<file path="src/rtl/conv2d_engine.sv">
// Multi-channel 2-D convolution, one tap per cycle, N+2 cycles per output; a stalled output freezes the engine.
// Define CONV_RELU_EN to clamp negative results to zero on out_data.
module conv2d_engine #(
  parameter int K_H    = 3,
  parameter int K_W    = 3,
  parameter int IN_H   = 16,
  parameter int IN_W   = 15,
  parameter int IN_CH  = 1,
  parameter int OUT_CH = 10,
  parameter int STRIDE = 1,
  parameter int ACC_W  = 24,
  // derived address widths; leave at their defaults
  parameter int AA = (IN_CH * IN_H * IN_W > 1) ? $clog2(IN_CH * IN_H * IN_W) : 1,
  parameter int WA = (OUT_CH * IN_CH * K_H * K_W > 1) ? $clog2(OUT_CH * IN_CH * K_H * K_W) : 1,
  parameter int OA = (OUT_CH * ((IN_H - K_H) / STRIDE + 1) * ((IN_W - K_W) / STRIDE + 1) > 1) ?
                     $clog2(OUT_CH * ((IN_H - K_H) / STRIDE + 1) * ((IN_W - K_W) / STRIDE + 1)) : 1
) (
  input  logic                    clk,
  input  logic                    rst_n,
  input  logic                    start,
  output logic                    busy,
  output logic                    done,
  output logic [AA-1:0]           act_addr,
  input  logic [7:0]              act_data,
  output logic [WA-1:0]           w_addr,
  input  logic [7:0]              w_data,
  output logic                    out_valid,
  input  logic                    out_ready,
  output logic signed [ACC_W-1:0] out_data,
  output logic [OA-1:0]           out_addr,
  output logic                    out_last
);

  localparam int OUT_H = (IN_H - K_H) / STRIDE + 1;
  localparam int OUT_W = (IN_W - K_W) / STRIDE + 1;
  localparam int CW    = 16;

  localparam logic [CW-1:0] ONE    = CW'(1);
  localparam logic [CW-1:0] KW_M1  = CW'(K_W - 1);
  localparam logic [CW-1:0] KH_M1  = CW'(K_H - 1);
  localparam logic [CW-1:0] IC_M1  = CW'(IN_CH - 1);
  localparam logic [CW-1:0] OW_M1  = CW'(OUT_W - 1);
  localparam logic [CW-1:0] OH_M1  = CW'(OUT_H - 1);
  localparam logic [CW-1:0] OC_M1  = CW'(OUT_CH - 1);

  typedef enum logic [1:0] {IDLE, MAC, DRAIN, EMIT} state_t;

  state_t state, state_nxt;

  logic [CW-1:0] kx, ky, ic;
  logic [CW-1:0] ox, oy, oc;
  logic [OA-1:0] out_idx;

  logic signed [ACC_W-1:0] acc;
  logic                    rd_vld;

  logic last_tap, last_pix;
  logic load, tap_step, pix_step, fin;

  logic signed [16:0] act_s, w_s, prod;

  assign last_tap = (kx == KW_M1) && (ky == KH_M1) && (ic == IC_M1);
  assign last_pix = (ox == OW_M1) && (oy == OH_M1) && (oc == OC_M1);

  always_ff @(posedge clk or negedge rst_n) begin
    if (!rst_n) state <= IDLE;
    else        state <= state_nxt;
  end

  always_comb begin
    state_nxt = state;
    busy      = 1'b1;
    out_valid = 1'b0;
    out_last  = 1'b0;
    load      = 1'b0;
    tap_step  = 1'b0;
    pix_step  = 1'b0;
    fin       = 1'b0;
    unique case (state)
      IDLE: begin
        busy = 1'b0;
        if (start) begin
          load      = 1'b1;
          state_nxt = MAC;
        end
      end
      MAC: begin
        tap_step = 1'b1;
        if (last_tap) state_nxt = DRAIN;
      end
      DRAIN: state_nxt = EMIT;
      EMIT: begin
        out_valid = 1'b1;
        out_last  = last_pix;
        if (out_ready) begin
          if (last_pix) begin
            fin       = 1'b1;
            state_nxt = IDLE;
          end else begin
            pix_step  = 1'b1;
            state_nxt = MAC;
          end
        end
      end
      default: state_nxt = IDLE;
    endcase
  end

  // Tap counters wrap to zero on the final tap, so they are ready for the next pixel.
  always_ff @(posedge clk or negedge rst_n) begin
    if (!rst_n) begin
      kx <= '0;
      ky <= '0;
      ic <= '0;
    end else if (load) begin
      kx <= '0;
      ky <= '0;
      ic <= '0;
    end else if (tap_step) begin
      if (kx == KW_M1) begin
        kx <= '0;
        if (ky == KH_M1) begin
          ky <= '0;
          ic <= (ic == IC_M1) ? '0 : ic + ONE;
        end else begin
          ky <= ky + ONE;
        end
      end else begin
        kx <= kx + ONE;
      end
    end
  end

  always_ff @(posedge clk or negedge rst_n) begin
    if (!rst_n) begin
      ox      <= '0;
      oy      <= '0;
      oc      <= '0;
      out_idx <= '0;
    end else if (load) begin
      ox      <= '0;
      oy      <= '0;
      oc      <= '0;
      out_idx <= '0;
    end else if (pix_step) begin
      out_idx <= out_idx + OA'(1);
      if (ox == OW_M1) begin
        ox <= '0;
        if (oy == OH_M1) begin
          oy <= '0;
          oc <= oc + ONE;
        end else begin
          oy <= oy + ONE;
        end
      end else begin
        ox <= ox + ONE;
      end
    end
  end

  assign act_addr = AA'(ic) * AA'(IN_H * IN_W)
                  + (AA'(oy) * AA'(STRIDE) + AA'(ky)) * AA'(IN_W)
                  + AA'(ox) * AA'(STRIDE) + AA'(kx);

  assign w_addr = ((WA'(oc) * WA'(IN_CH) + WA'(ic)) * WA'(K_H) + WA'(ky)) * WA'(K_W) + WA'(kx);

  // Activation is unsigned, so it gets a zero sign bit before the signed multiply.
  assign act_s = {9'b0, act_data};
  assign w_s   = {{9{w_data[7]}}, w_data};
  assign prod  = act_s * w_s;

  // rd_vld marks the cycle in which read data for the previous MAC-cycle tap is present.
  always_ff @(posedge clk or negedge rst_n) begin
    if (!rst_n) rd_vld <= 1'b0;
    else        rd_vld <= (state == MAC);
  end

  always_ff @(posedge clk or negedge rst_n) begin
    if (!rst_n)                acc <= '0;
    else if (load || pix_step) acc <= '0;
    else if (rd_vld)           acc <= acc + ACC_W'(prod);
  end

  always_ff @(posedge clk or negedge rst_n) begin
    if (!rst_n) done <= 1'b0;
    else        done <= fin;
  end

  assign out_addr = out_idx;

  always_comb begin
    out_data = '0;
    if (state == EMIT) begin
`ifdef CONV_RELU_EN
      out_data = acc[ACC_W-1] ? '0 : acc;
`else
      out_data = acc;
`endif
    end
  end

endmodule
</file>
<file path="config.mk">
export PLATFORM = sky130hd
export DESIGN_NAME = conv2d_engine
export DESIGN_NICKNAME = d
export VERILOG_FILES = /design/src/rtl/conv2d_engine.sv
export SDC_FILE = /design/constraint.sdc
export NUM_CORES = 1
export LEC_CHECK = 0
export CAP_MARGIN = 20
export CORE_AREA = 8 8 174 176
export DETAILED_ROUTE_END_ITERATION = 6
export DIE_AREA = 0 0 182 184
export HOLD_SLACK_MARGIN = 0.08
export SYNTH_ARGS = -nofsm -noshare
export SYNTH_HDL_FRONTEND = slang
export SYNTH_SLANG_ARGS = --single-unit
</file>
<file path="constraint.sdc">
create_clock -name clk -period 13.9 [get_ports clk]
set_input_delay 2.78 -clock clk [delete_from_list [all_inputs] [get_ports clk]]
set_output_delay 2.78 -clock clk [all_outputs]
set_load 0.01 [all_outputs]
</file>
Yosys cells after proc, flatten, opt, wreduce, memory -nomap -nowiden. Cells that the tools add are included.

Register bits: 135. Input port bits: 20. Output and inout bits: 54. Logic and storage cells: 106.

$mul: 5. Muxes and demuxes: 45. Reductions and logical operators: 19. Eq/ne operators: 11. Add/sub/neg operators: 15.

Operator list (count): two-way mux 16 bit (23); adder 16 x 1 -> 16 bit (second input constant) (6); two-way mux 24 bit (3); equality test 16 x 4 -> 1 bit (second input constant) (3); adder 8 bit (4); equality test 16 x 2 -> 1 bit (second input constant) (2); adder 24 x 17 -> 24 bit (1); two-way mux 11 bit (2); adder 7 bit (3); multiplier 9 x 8 -> 17 bit (1); zero test 16 bit (1); multiplier 7 x 2 -> 7 bit (second input constant) (2); nonzero test 2 bit (7); two-way mux 1 bit (13); adder 11 x 1 -> 11 bit (second input constant) (1); AND reduction 3 bit (3); multiplier 8 x 4 -> 4 bit (second input constant) (1); multiplier 8 x 4 -> 8 bit (second input constant) (1); one-hot mux 2 bit (4 select lines) (1); two-way mux 2 bit (3); inequality test 2 bit (second input constant) (3); equality test 2 bit (second input constant) (2); logical AND 1 bit (4); AND reduction 2 bit (2); 3 further kinds (3).

Longest topological paths before layout.
Depth in word-level cells: 8. Mapped depth: 21. Mapped depth without buffers: 20.

Least setup slack after synthesis. No wires, ideal clock.

Path kind: reg2out. Start point: reg oy[0]. End point: out act_addr[7]. Arrival: 5.292 ns. Buffers on the path: 0. Stages on the path, launching flop included: 17. Data required time: 11.120 ns. Path slack: 5.828 ns. Cell sequence: dfrtp_1 ha_1 fa_1 a21o_1 a21oi_1 xnor2_1 fa_1 fa_1 inv_1 fa_1 fa_1 fa_1 a21o_1 a21oi_1 xnor2_1 xnor3_1 xnor2_1.

Word-level cells in the longest chain between the ends: 5.

RTL lines: start: declaration (RTL line 51) `logic [CW-1:0] ox, oy, oc;`; start signal: assignment (RTL line 153) `oy <= oy + ONE;`; adder 8 bit (RTL line 162) `+ (AA'(oy) * AA'(STRIDE) + AA'(ky)) * AA'(IN_W)`; multiplier 8 x 4 -> 8 bit (RTL line 162); adder 8 bit (RTL line 162); adder 8 bit (2 in a row) (RTL line 163) `+ AA'(ox) * AA'(STRIDE) + AA'(kx);`; end: declaration (RTL line 23) `output logic [AA-1:0] act_addr,`.

Every way passes these cells.

Worst setup path in the final report. Ends and elaborated chain as after synthesis.

==> results.py <==
metrics = {
    "worst_setup_path": {
        "critPathKind": "flop to primary output",
        "crit_top_cell": "fa_1",
        "worstPathMaxFanout": 7,
        "cp_slowest_cell": "clkdlybuf4s50_1",
        "cp.arrival_ns": 6.54,
        "startpoint_type": "flop",
        "required_ns": 11.12,
        "cpPeakStageDelay_ns": 0.58,
        "end_kind": "primary output",
        "crit_chain": "ha_1, fa_1, a21o_1, a21oi_1, xnor2_1, fa_1, fa_1, inv_1, fa_1, fa_1, fa_1, a21o_1, a21oi_1, xnor2_1, xnor3_1, xnor2_1, clkdlybuf4s50_1",
    },
    "floorplanning": {
        "die_w_um": 182,
        "num_rows": 61,
        "core_sq_um": 27500,
        "pin_count": 74,
        "die_y_um": 184,
        "dieArea_sq_um": 33500,
        "initial_utilization": 0.443,
    },
    "synthesis": {
        "ys_types": 62,
        "syn_nets": 1546,
        "async_flop_share": 1.00,
        "synthesis.area_sq_um": 12200,
        "synth_enable_flop_cells": 0,
        "synth_cells": 1307,
        "yosysSeqAreaShare": 0.277,
        "ys_ff_latch": 135,
        "syn_avg_cell_area_sq_um": 9.32,
        "ys.flop_type": "dfrtp_1",
        "synth_warnings": 0,
    },
    "clock_network": {
        "cts_root_buf": "clkbuf_16",
        "htreeDepth": 4,
        "clock_latency_ns": 0.43,
        "hold_buffers": 0,
        "cts_buffers": 17,
        "post-cts-setup-buffers": 0,
        "cts.reportedPaths.clkPinSlew_ns": 0.06,
        "cts_buffer_depth": 2,
        "cts_tree": "built",
        "clock_sinks": 135,
        "ctsResizeCount": 0,
    },
    "placed_design": {
        "dpl.hpwl_um": 21400,
        "routabilityCongestion": 0.806,
        "portBuffers": 73,
        "dp_slack_ns": 4.97,
    },
    "final_layout": {
        "antennaDiodeCount": 0,
        "final_cell_mix": "135 x dfrtp_1, 134 x inv_1, 133 x nor2_1, 130 x ha_1, 101 x nand2_1",
        "fin_util": 0.506,
        "final_common_cell": "dfrtp_1",
        "drive_gt1_frac": 0.0433,
        "final_nets": 1612,
        "area.growth.synth_to_final_pct": 14.2,
    },
    "job": {
        "max_cap_viol_count": 0,
    },
    "sta": {
        "fin_tns_setup_ns": 0,
        "fmax_mhz": 107,
        "tightest_slew_ns": 0.828,
        "finalCritPeriodShare": 0.671,
        "max_slew_margin": 0.448,
        "clock_skew_ns": 0.0130,
        "setup_viol": 0,
        "setup_slack_ns": 4.58,
        "rsz0062_at_grt": "false",
        "period_minus_slack_ns": 9.32,
        "finalMaxSlewViolations": 0,
        "finalHoldViolCount": 0,
    },
    "power_and_ir_drop": {
        "p_int_mw": 2.34,
        "cellPowerDensity_nw_per_um2": 302,
        "p_clk_frac": 0.122,
        "power_frac_comb": 0.755,
        "power_leakage_nw": 6.56,
        "p_switching_mw": 1.86,
        "switching_share": 0.443,
        "power_frac_seq": 0.123,
        "ir_drop_uv": 354,
        "p_total_mw": 4.20,
    },
    "global_route": {
        "grt.total_usage": 0.172,
        "overflow": 0,
        "grt_max_degree": 74,
        "grt_pass1_wl_um": 47300,
        "antenna_found_initial": 0,
        "grt_pass1_vias": 9291,
    },
    "detailed_routing": {
        "drt-total-wl_um": 27800,
        "antenna_left": 0,
        "wl_per_cell_um": 16.1,
        "first_pass_iters": 5,
        "vias_per_cell": 5.31,
        "drc": 0,
        "num_vias": 9195,
        "drtIter0Drc": 414,
    },
    "min_path": {
        "hold_path.class": "flop to flop",
    },
    "outcome": {
        "status": "finished clean",
    },
}
## kinds of logic after synthesis
logic type | share of synthesized area
AND/OR/NAND/NOR | 0.199
adder cells (fa/ha/maj) | 0.280
AO/OA/AOI/OAI | 0.0899
buffers and inverters | 0.0522
flip-flops | 0.277
XOR/XNOR | 0.0860
multiplexers | 0.0158
## layout make-up
class,instances,area [sq um]
Fill cell,2540,13600
Clock inverter,14,223
Inverter,134,503
Timing Repair Buffer,77,762
Sequential cell,135,3380
Clock buffer,18,439
Tap cell,346,433
Multi-Input combinational cell,1008,8170
## per-stage QoR
stage / std cells / hold slack [ns] / area, sq um
2_1_floorplan: 1307 / 0.468 / 12200
3_3_place_gp: 1700 / 0.495 / 13200
3_5_place_dp: 1700 / 0.513 / 13200
4_1_cts: 1732 / 0.528 / 13900
5_1_grt: 1732 / 0.558 / 13900
6_report: 1732 / 0.522 / 13900
## final timing paths
path                         from     endpoint  slack, ns  cells after the start
min                        ox[13]       ox[13]       0.52                      1
max                         oy[0]  act_addr[7]       4.58                     17
max in group asynchronous   rst_n        ox[4]      10.19                      2
max reg2reg                acc[6]      acc[23]       8.75                     17
min in group asynchronous   rst_n        ic[7]       2.37                      1
min reg2reg                ox[13]       ox[13]       0.52                      1
## cell usage after synthesis (5+ instances only)
cell / n / area [sq um]
ha_1: 130 / 1630
clkbuf_1: 18 / 67.6
nand4_1: 17 / 106
or3_1: 15 / 93.8
nand3_1: 43 / 215
nor4_1: 11 / 68.8
nor3b_1: 8 / 60.1
o21a_1: 6 / 45.0
fa_1: 89 / 1780
nand3b_1: 5 / 37.5
nand2_1: 101 / 379
and3_1: 22 / 138
nor4b_2: 6 / 90.1
a31oi_1: 7 / 43.8
xnor2_1: 70 / 613
mux2i_1: 17 / 170
nor2_1: 133 / 499
a21o_1: 16 / 120
o21bai_1: 7 / 52.6
dfrtp_1: 135 / 3380
o21ai_0: 68 / 340
inv_1: 134 / 503
xor2_1: 47 / 412
nor3_1: 11 / 55.1
buf_2: 10 / 50.1
o31ai_1: 6 / 45.0
and4_1: 9 / 78.8
and2_1: 49 / 307
nand2b_1: 14 / 87.6
a21oi_1: 47 / 235
## per-layer routing
layer | track usage | wire [um]
met1 | 0.236 | 13800
met2 | 0.283 | 13000
met3 | 0.0294 | 823
met4 | 0.0371 | 224
met5 | 0 | 0
## critical path, delay by kind of cell, from the launching register on
family	cells	cell delay [ns]
AO/OA/AOI/OAI	4	0.79
XOR/XNOR	4	1.08
adder cells (fa/ha/maj)	7	3.19
buffers and inverters	2	0.63
flip-flops	1	0.45
## flip-flops by register name, indices dropped and copies added (netlist names)
register	count
oc	16
acc	24
out_addr	11
ky	16
rd_vld	1
ic	16
done	1
oy	16
state	2
ox	16
kx	16
## power groups by stage
stage / combinational (mW) / sequential [mW] / clock (mW)
3_3_place_gp: 3.17 / 0.522 / 0
5_1_grt: 3.62 / 0.526 / 0.541
4_1_cts: 3.26 / 0.517 / 0.524
2_1_floorplan: 2.12 / 0.503 / 0
6_report: 3.17 / 0.516 / 0.511
3_5_place_dp: 3.21 / 0.523 / 0
(Power assumes the default switching activity.)
